===== src/rtl/jpeg_enc_pkg.sv =====
// Shared types for the JPEG entropy front-end: symbol word layout, field
// positions and the run-length encoder FSM states.
package jpeg_enc_pkg;

   localparam int SYM_SIZE_LSB = 0;
   localparam int SYM_RUN_LSB  = 4;
   localparam int SYM_DC_BIT   = 8;
   localparam int SYM_EOB_BIT  = 9;
   localparam int SYM_ZRL_BIT  = 10;
   localparam int SYM_AMP_LSB  = 16;
   localparam int SYM_AMP_W    = 16;

   localparam logic [3:0] ZRL_RUN = 4'd15;

   // Packed MSB-first so the struct bit positions match the constants above.
   typedef struct packed {
      logic [SYM_AMP_W-1:0] amp;
      logic [4:0]           zero;
      logic                 zrl;
      logic                 eob;
      logic                 dc;
      logic [3:0]           run;
      logic [3:0]           size;
   } rle_sym_t;

   typedef enum logic [0:0] {
      ST_COEF = 1'b0,
      ST_ZRL  = 1'b1
   } rle_state_t;

endpackage


===== src/rtl/jpeg_vli_enc.sv =====
// JPEG VLI category coder: signed value -> (size, amplitude). Negative values
// are coded as (v-1) truncated to size bits; upper amplitude bits are zero.
module jpeg_vli_enc
   import jpeg_enc_pkg::*;
#(
   parameter int W = 13
) (
   input  logic signed [W-1:0]         val,
   output logic [3:0]                  size,
   output logic [SYM_AMP_W-1:0]        amp
);

   logic [W-1:0]                mag;
   logic signed [SYM_AMP_W-1:0] val_ext;
   logic signed [SYM_AMP_W-1:0] val_m1;
   logic [SYM_AMP_W-1:0]        mask;

   always_comb begin
      // Most-negative input still yields the correct unsigned magnitude.
      mag     = val[W-1] ? $unsigned(-val) : $unsigned(val);
      size    = '0;
      for (int i = 0; i < W; i++)
         if (mag[i]) size = 4'(i + 1);
      val_ext = SYM_AMP_W'(val);
      val_m1  = val_ext - 16'sd1;
      mask    = (SYM_AMP_W'(1) << size) - SYM_AMP_W'(1);
      amp     = (val[W-1] ? $unsigned(val_m1) : $unsigned(val_ext)) & mask;
   end

endmodule


===== src/rtl/jpeg_rle.sv =====
// Zig-zag coefficient stream -> JPEG DC/AC/ZRL/EOB symbol stream.
// Define JPEG_RLE_DC_DIFF_EN to code DC as a difference from the previous block.
module jpeg_rle
   import jpeg_enc_pkg::*;
#(
   parameter  int DCT_WIDTH       = 12,
   parameter  int SYM_TDATA_WIDTH = 32,
   localparam int ZZ_W            = ((DCT_WIDTH + 7) / 8) * 8
) (
   input  logic                         clk_i,
   input  logic                         rst_n_i,
   input  logic [ZZ_W-1:0]              zz_tdata,
   input  logic                         zz_tvalid,
   output logic                         zz_tready,
   input  logic                         zz_tuser,
   input  logic                         zz_tlast,
   output logic [SYM_TDATA_WIDTH-1:0]   sym_tdata,
   output logic                         sym_tvalid,
   input  logic                         sym_tready,
   output logic                         sym_tuser,
   output logic                         sym_tlast,
   output logic [SYM_TDATA_WIDTH/8-1:0] sym_tstrb,
   output logic [SYM_TDATA_WIDTH/8-1:0] sym_tkeep
);

   localparam int VW = DCT_WIDTH + 1;

   rle_state_t                  state, state_nxt;
   logic [5:0]                  idx, run, run_nxt;
   logic signed [DCT_WIDTH-1:0] coef, held_coef;
   logic                        held_last;
   logic                        rdy_en;
   logic                        out_free, in_fire, coef_nz;
   logic signed [VW-1:0]        dc_val, vli_in;
   logic [3:0]                  vli_size;
   logic [SYM_AMP_W-1:0]        vli_amp;
   rle_sym_t                    sym_q, sym_d;
   logic                        sym_vld, sym_user, sym_last;
   logic                        emit, user_d, last_d;

   assign coef    = $signed(zz_tdata[DCT_WIDTH-1:0]);
   assign coef_nz = |coef;

   generate
      if (ZZ_W > DCT_WIDTH) begin : g_pad
         logic unused_pad;
         assign unused_pad = ^zz_tdata[ZZ_W-1:DCT_WIDTH];
      end
   endgenerate

   assign out_free  = !sym_vld || sym_tready;
   assign zz_tready = rdy_en && out_free && (state == ST_COEF);
   assign in_fire   = zz_tvalid && zz_tready;

`ifdef JPEG_RLE_DC_DIFF_EN
   logic signed [DCT_WIDTH-1:0] dc_pred;

   always_ff @(posedge clk_i or negedge rst_n_i)
      if (!rst_n_i)                      dc_pred <= '0;
      else if (in_fire && idx == 6'd0)   dc_pred <= coef;

   // A frame start restarts prediction from zero.
   assign dc_val = VW'(coef) - (zz_tuser ? VW'(0) : VW'(dc_pred));
`else
   assign dc_val = VW'(coef);
`endif

   // One coder is enough: the held coefficient is only coded while input is stalled.
   always_comb begin
      if (state == ST_ZRL)    vli_in = VW'(held_coef);
      else if (idx == 6'd0)   vli_in = dc_val;
      else                    vli_in = VW'(coef);
   end

   jpeg_vli_enc #(.W(VW)) u_vli (
      .val  (vli_in),
      .size (vli_size),
      .amp  (vli_amp)
   );

   always_ff @(posedge clk_i or negedge rst_n_i)
      if (!rst_n_i) state <= ST_COEF;
      else          state <= state_nxt;

   always_comb begin
      state_nxt = state;
      case (state)
         ST_COEF: if (in_fire && idx != 6'd0 && coef_nz && run >= 6'd16) state_nxt = ST_ZRL;
         ST_ZRL:  if (out_free && run < 6'd16)                           state_nxt = ST_COEF;
         default: state_nxt = ST_COEF;
      endcase
   end

   always_comb begin
      sym_d   = '0;
      emit    = 1'b0;
      user_d  = 1'b0;
      last_d  = 1'b0;
      run_nxt = run;
      case (state)
         ST_COEF: if (in_fire) begin
            if (idx == 6'd0) begin
               emit       = 1'b1;
               sym_d.dc   = 1'b1;
               sym_d.size = vli_size;
               sym_d.amp  = vli_amp;
               user_d     = zz_tuser;
               run_nxt    = '0;
            end else if (!coef_nz) begin
               if (idx == 6'd63) begin
                  emit      = 1'b1;
                  sym_d.eob = 1'b1;
                  last_d    = zz_tlast;
                  run_nxt   = '0;
               end else begin
                  run_nxt = run + 6'd1;
               end
            end else if (run >= 6'd16) begin
               emit      = 1'b1;
               sym_d.zrl = 1'b1;
               sym_d.run = ZRL_RUN;
               run_nxt   = run - 6'd16;
            end else begin
               emit       = 1'b1;
               sym_d.run  = run[3:0];
               sym_d.size = vli_size;
               sym_d.amp  = vli_amp;
               last_d     = (idx == 6'd63) && zz_tlast;
               run_nxt    = '0;
            end
         end
         ST_ZRL: if (out_free) begin
            emit = 1'b1;
            if (run >= 6'd16) begin
               sym_d.zrl = 1'b1;
               sym_d.run = ZRL_RUN;
               run_nxt   = run - 6'd16;
            end else begin
               sym_d.run  = run[3:0];
               sym_d.size = vli_size;
               sym_d.amp  = vli_amp;
               last_d     = held_last;
               run_nxt    = '0;
            end
         end
         default: ;
      endcase
   end

   always_ff @(posedge clk_i or negedge rst_n_i)
      if (!rst_n_i) begin
         rdy_en    <= 1'b0;
         idx       <= '0;
         run       <= '0;
         held_coef <= '0;
         held_last <= 1'b0;
      end else begin
         rdy_en <= 1'b1;
         run    <= run_nxt;
         if (in_fire) idx <= idx + 6'd1;
         if (state == ST_COEF && state_nxt == ST_ZRL) begin
            held_coef <= coef;
            held_last <= (idx == 6'd63) && zz_tlast;
         end
      end

   // Output slice: reloads on the same edge it is drained, no bubble.
   always_ff @(posedge clk_i or negedge rst_n_i)
      if (!rst_n_i) begin
         sym_q    <= '0;
         sym_vld  <= 1'b0;
         sym_user <= 1'b0;
         sym_last <= 1'b0;
      end else if (emit) begin
         sym_q    <= sym_d;
         sym_vld  <= 1'b1;
         sym_user <= user_d;
         sym_last <= last_d;
      end else if (sym_tready) begin
         sym_vld  <= 1'b0;
      end

   assign sym_tdata  = SYM_TDATA_WIDTH'(sym_q);
   assign sym_tvalid = sym_vld;
   assign sym_tuser  = sym_user;
   assign sym_tlast  = sym_last;
   assign sym_tstrb  = '1;
   assign sym_tkeep  = '1;

endmodule


===== config.mk =====
export PLATFORM = sky130hd
export DESIGN_NAME = jpeg_rle
export DESIGN_NICKNAME = d
export VERILOG_FILES = /design/src/rtl/jpeg_enc_pkg.sv /design/src/rtl/jpeg_vli_enc.sv /design/src/rtl/jpeg_rle.sv
export SDC_FILE = /design/constraint.sdc
export NUM_CORES = 1
export LEC_CHECK = 0
export BUFFER_PORTS_ARGS = -buffer_cell sky130_fd_sc_hd__buf_4
export CAP_MARGIN = 25
export CORE_MARGIN = 2
export CORE_UTILIZATION = 45
export CTS_CLUSTER_SIZE = 28
export DETAILED_ROUTE_END_ITERATION = 16
export GPL_TIMING_DRIVEN = 0
export PLACE_DENSITY = 0.7
export SYNTH_ARGS = -nofsm -noshare
export SYNTH_HDL_FRONTEND = slang
export SYNTH_SLANG_ARGS = --single-unit

===== constraint.sdc =====
create_clock -name clk_i -period 4 [get_ports clk_i]
set_input_delay 0.2 -clock clk_i [delete_from_list [all_inputs] [get_ports clk_i]]
set_output_delay 0.2 -clock clk_i [all_outputs]
set_load 0.02 [all_outputs]

Yosys cells after proc, flatten, opt, wreduce, memory -nomap -nowiden --
Cells that the tools add are included.
Storage, ports and cells: input bits 22, flip-flop bits (word level) 57, logic and storage cells 112, output and inout port bits 44
Cells by class: mux-type cells 67, equal/unequal tests 3, reductions and logical operators 16, bitwise operators 2, $lt $le $gt $ge 2, $add $sub $neg 6, shifts and indexed selects 1
Operators with widths (number):
- $mux 16 | 6
- $mux 4 | 10
- $mux 6 | 6
- $pmux 16 s2 | 1
- $mux 13 | 2
- $mux 1 | 25
- $and 16x16->16 | 1
- $mux 8 | 2
- $pmux 8 s2 | 1
- $shl 1x4->16 const A | 1
- $sub 16x2->16 const B | 1
- $sub 13x2->14 const B | 1
- $neg 13->13 | 1
- $add 6x1->6 const B | 2
- $mux 3 | 4
- $pmux 6 s2 | 1
- $reduce_or 12->1 | 1
- $mux 11 | 1
- $logic_and 1x1->1 | 9
- $mux 2 | 4
- $pmux 1 s2 | 4
- $eq 6x6->1 const B | 1
- $ge 6x5->1 const B | 1
- $logic_not 6->1 | 1
- 10 further kinds | 10

Logic depth before layout (Yosys ltp) --
depth in word-level cells 24, gate-level depth with buffers 18, depth with buffers taken out 13

Hierarchy --
Synthesis repeated with hierarchy kept, for this count alone.
Unflattened totals: cells, all modules 421, area total of the unflattened synthesis 4085.2 sq um
By module, submodules not included:
- jpeg_rle | seq. area each 1426.4 sq um, area each 2846.5 sq um, instances 1, cells an instance 235
- jpeg_vli_enc | seq. area each 0.0 sq um, area each 1238.7 sq um, instances 1, cells an instance 186

Least setup slack after synthesis --
No wires, ideal clock.
path type flip-flop to flip-flop, from register state, to register sym_q (netlist bit sym_tdata[26]), data required time 3.905 ns, path slack 0.512 ns, buffers on the path 5, arrival 3.392 ns, cell stages (with the launch flop) 18, setup time 0.095 ns, clock period less this slack 3.488 ns, path through dfrtp_1 > buf_6 > buf_6 > buf_6 > mux2i_2 > ha_1 > clkbuf_1 > o211ai_1 > o21ai_0 > a32o_1 > nor2b_1 > and3_1 > buf_2 > nand4_1 > ha_1 > a21boi_1 > and3_1 > o31ai_1
Between the ends: cells in the longest elaborated chain, start to end 24, elaborated cells on any way between the ends 32, classes of those cells add/sub (3); shift (1); mux (24); bitwise (2); reduce/logical (2)
Ends and longest elaborated chain:
- start: declaration | RTL line jpeg_rle.sv:28 | rle_state_t state, state_nxt;
- start signal: assignment | RTL line jpeg_rle.sv:83 | else state <= state_nxt;
- $mux 13 | RTL line jpeg_rle.sv:70 | if (state == ST_ZRL) vli_in = VW'(held_coef);
- $neg 13->13 | RTL line jpeg_vli_enc.sv:20 | mag = val[W-1] ? $unsigned(-val) : $unsigned(val);
- $mux 13 | RTL line jpeg_vli_enc.sv:20
- $mux 1 | RTL line jpeg_vli_enc.sv:23 | if (mag[i]) size = 4'(i + 1);
- $mux 2 (2 in a row) | RTL line jpeg_vli_enc.sv:23
- $mux 3 (4 in a row) | RTL line jpeg_vli_enc.sv:23
- $mux 4 (6 in a row) | RTL line jpeg_vli_enc.sv:23
- $shl 1x4->16 | RTL line jpeg_vli_enc.sv:26 | mask = (SYM_AMP_W'(1) << size) - SYM_AMP_W'(1);
- $sub 16x2->16 | RTL line jpeg_vli_enc.sv:26
- $and 16x16->16 | RTL line jpeg_vli_enc.sv:27 | amp = (val[W-1] ? $unsigned(val_m1) : $unsigned(val_ext)) & mask;
- $mux 16 | RTL line jpeg_rle.sv:118, jpeg_rle.sv:134
- $mux 16 | RTL line jpeg_rle.sv:109 | end else if (!coef_nz) begin
- $mux 16 | RTL line jpeg_rle.sv:102 | if (idx == 6'd0) begin
- $mux 16 | RTL line jpeg_rle.sv:101 | ST_COEF: if (in_fire) begin
- $pmux 16 s2 | RTL line jpeg_rle.sv:100 | case (state)
- end signal: assignment | RTL line jpeg_rle.sv:175 | sym_q <= sym_d;
- end: declaration | RTL line jpeg_rle.sv:37 | rle_sym_t sym_q, sym_d;
Several ways; a longest one is shown, not always the timed one. A chain may end at the register's enable or synchronous reset.

Worst setup path in the final report --
Ends and elaborated chain as after synthesis.

==> impl_metrics.toml <==
[critical_path]
path_common_cell = "buf_6"
startpoint_type = "register"
required_ns = 4.25
critical_path.slowest_cell = "o41ai_1"
cpPeakStageDelay_ns = 0.45
crit_family = "compound AO/OA/AOI/OAI gates"
cp_num_buf_inv = 4
criticalPathCategory = "register to register"
end_kind = "register"
cp_max_fo = 10
r2r_start = "state"
cp_cell_sequence = "buf_6 > buf_6 > buf_6 > mux2i_2 > ha_4 > o211ai_1 > o41ai_1 > nor3_1 > o21ai_1 > and2_1 > buf_6 > nand3_1 > ha_1 > a21boi_1 > and3_1 > o31ai_1"
cp-startpoint = "state"
arrival_ns = 4.00

[routing]
antenna_left = 0
drc = 0
first_iter_violations = 192
vias_per_cell = 5.900
dr_total_vias = 3605
wl_per_cell_um = 17.03
totalWireLength_mm = 10.41
first_pass_iters = 5

[clock_tree]
h-tree-depth = 3
numCtsBuffers = 9
path_clk_slew_ns = 0.07
cts_sinks = 57
insertion_delay_ns = 0.34
cts_tree = "yes"
cts.root.buffer_cell = "clkbuf_8"
cts_buffer_depth = 2

[synth]
synthCells = 426
synth_top_area_cell = "dfrtp_1"
ys.flop_type = "dfrtp_1"
ys_warn_count = 0
synth_async_sr_flop_share = 1.000
synth_cell_types = 72
ys_ff_latch = 57
synth_seq_area_share = 0.3632
synthTopCellsByArea = "dfrtp_1 36%, mux2_2 4.9%, nand2_1 4.4%, o21ai_0 3.4%, nor2_1 3.3%"
synth_edf_count = 0
syn-cell-area_mm2 = 0.003928
avgSynthCellArea_um2 = 9.220
netlist.area_leader.share = 0.3632

[final_layout]
drive_gt1_frac = 0.2584
area_growth_pct = 20.10
antenna_cells = 0
utilization = 0.5489
stdcell_count = 611
nNetsFinal = 525
nFillCells = 793

[floorplan]
rows = 34
core_area_mm2 = 0.008593
dieArea_mm2 = 0.009491
initial_core_util = 0.4570
fp.dieH_um = 97.42
die_w_um = 97.42
io_pins = 66

[grt]
grt_max_degree = 58
grt_pass1_vias = 3586
grt.total_usage = 0.2259
antenna_found_initial = 0
grt_pass1_wl_mm = 17.46
gr-total-overflow = 0

[timing]
period_needed_ns = 3.748
hold-worst-slack_ns = 0.08591
tightestPinTransition_ns = 0.8810
setup_viol = 0
drv_slew = 0
min_period_over_period = 0.9369
max_freq_mhz = 266.8
final-hold-violation-count = 0
rsz0062_at_grt = "false"
fin_skew_ns = 0.005483
slew_headroom = 0.4078
setup_tns_ns = 0

[placed_design]
io_buffers = 48
hpwlAfterDp_mm = 7.663
place_inst = 594
place_congestion = 0.9342

[min_path]
hp-class = "input port to register"
worstHoldStart = "zz_tuser"

[pwr]
p_leak_uw = 0.002051
power_uw = 1713
p_per_area_mw_per_mm2 = 363.2
ir_worst_vdd_mv = 0.2034

[status]
outcome = "complete, no violations"

[run]
cap_violations = 0
cell type report:
cell class	instances	area (um^2)	share of cell area
Timing Repair Buffer	50	377.9	0.08011
Clock buffer	10	137.6	0.02918
Tap cell	108	135.1	0.02865
Multi-Input combinational cell	344	2342	0.4966
Sequential cell	57	1426	0.3024
Inverter	7	26.28	0.005570
Buffer	29	205.2	0.04350
Clock inverter	6	66.31	0.01406
cells by family (layout without fill, tap and decap cells):
group / Yosys count / count (layout) / share of synthesized area
AOI/OAI and AO/OA: 112 / 112 / 0.2026
muxes: 31 / 31 / 0.09079
and+or+nand+nor: 165 / 165 / 0.2278
adders and majority gates: 5 / 5 / 0.01593
DFF: 57 / 57 / 0.3632
other: 2 / 14 / 0.001912
xor gates and xnor gates: 17 / 17 / 0.03791
buffers and inverters: 37 / 102 / 0.05989
synth_stat cells, types with 5 or more instances:
library cell and instances:
a21o_1 8, a21oi_1 14, a22o_1 6, a32o_1 7
and2_1 7, buf_2 5, buf_4 13, clkbuf_1 7
dfrtp_1 57, ha_1 5, inv_1 7, mux2_2 17
mux2i_1 9, nand2_1 46, nand3_1 17, nand4_1 8
nor2_1 35, nor3_1 17, nor4_1 5, o211ai_1 5
o21ai_0 27, o31ai_1 5, xnor2_1 13
worst register-to-register path, cell delays in order, from the launching register on:
cell and delay (ns):
dfrtp_1 0.34, buf_6 0.16, buf_6 0.17, buf_6 0.18
mux2i_2 0.34, ha_4 0.25, o211ai_1 0.23, o41ai_1 0.45
nor3_1 0.09, o21ai_1 0.23, and2_1 0.20, buf_6 0.13
nand3_1 0.11, ha_1 0.26, a21boi_1 0.17, and3_1 0.19
o31ai_1 0.18
flip-flops by register name (all words and copies together) (netlist names):
| register | cells |
|---|---|
| held_coef | 12 |
| held_last | 1 |
| idx | 6 |
| rdy_en | 1 |
| run | 6 |
| state | 1 |
| sym_tdata | 27 |
| sym_tlast | 1 |
| sym_tuser | 1 |
| sym_tvalid | 1 |
power breakdown:
part	internal [uW]	switching, uW
sequential	647	60.5
combinational	185	261
clock	305	254
final timing paths:
check | cells after the start | slack (ns) | to
min in group asynchronous | 2 | 0.47 | idx[3]
max | 16 | 0.25 | sym_tdata[26]
min reg2reg | 2 | 0.48 | sym_tdata[2]
max reg2reg | 16 | 0.25 | sym_tdata[26]
max in group asynchronous | 2 | 3.07 | sym_tdata[24]
min | 2 | 0.09 | sym_tuser
placed cells by master, fill, tap and decap left out, types with 4 or more instances in the layout:
| master | instances |
|---|---|
| nand4_1 | 8 |
| nor2_1 | 35 |
| ha_1 | 4 |
| clkbuf_8 | 10 |
| buf_2 | 5 |
| a21oi_1 | 14 |
| o211ai_1 | 5 |
| conb_1 | 14 |
| nor4_1 | 5 |
| a31oi_1 | 4 |
| buf_4 | 62 |
| xor2_1 | 4 |
| o21ai_0 | 27 |
| a21o_1 | 8 |
| xnor2_1 | 13 |
| a32o_1 | 7 |
| a22o_1 | 6 |
| nand3_1 | 17 |
| nand2_1 | 46 |
| dfrtp_1 | 57 |
| o31ai_1 | 5 |
| mux2_2 | 17 |
| inv_1 | 7 |
| mux2i_1 | 8 |
| and2_1 | 7 |
| clkbuf_1 | 6 |
| nor3_1 | 17 |
| buf_6 | 4 |
per-stage QoR:
| step | worst slack, ns | area (um^2) |
|---|---|---|
| finish | 0.2523 | 4717 |
| global route | 0.006036 | 4717 |
| CTS | 0.05548 | 4692 |
| detailed placement | -0.3679 | 4468 |
| global placement | -0.3001 | 4468 |
| floorplan | 0.5122 | 3973 |
layer usage:
layer | global-route usage | vias to the layer above | routed length [um]
li1 | - | 1708 | -
met1 | 0.2855 | 1728 | 4410
met2 | 0.3846 | 151 | 5144
met3 | 0.04964 | 18 | 641
met4 | 0.07372 | 0 | 210
met5 | 0 | - | 0
timing repair:
action,CTS,global route
endpoints found under the setup margin,4,4
hold buffers,1,0
hold endpoints to repair,57,0
gates resized for setup,2,4
buffers inserted,1,0
(Power assumes the default switching activity.)
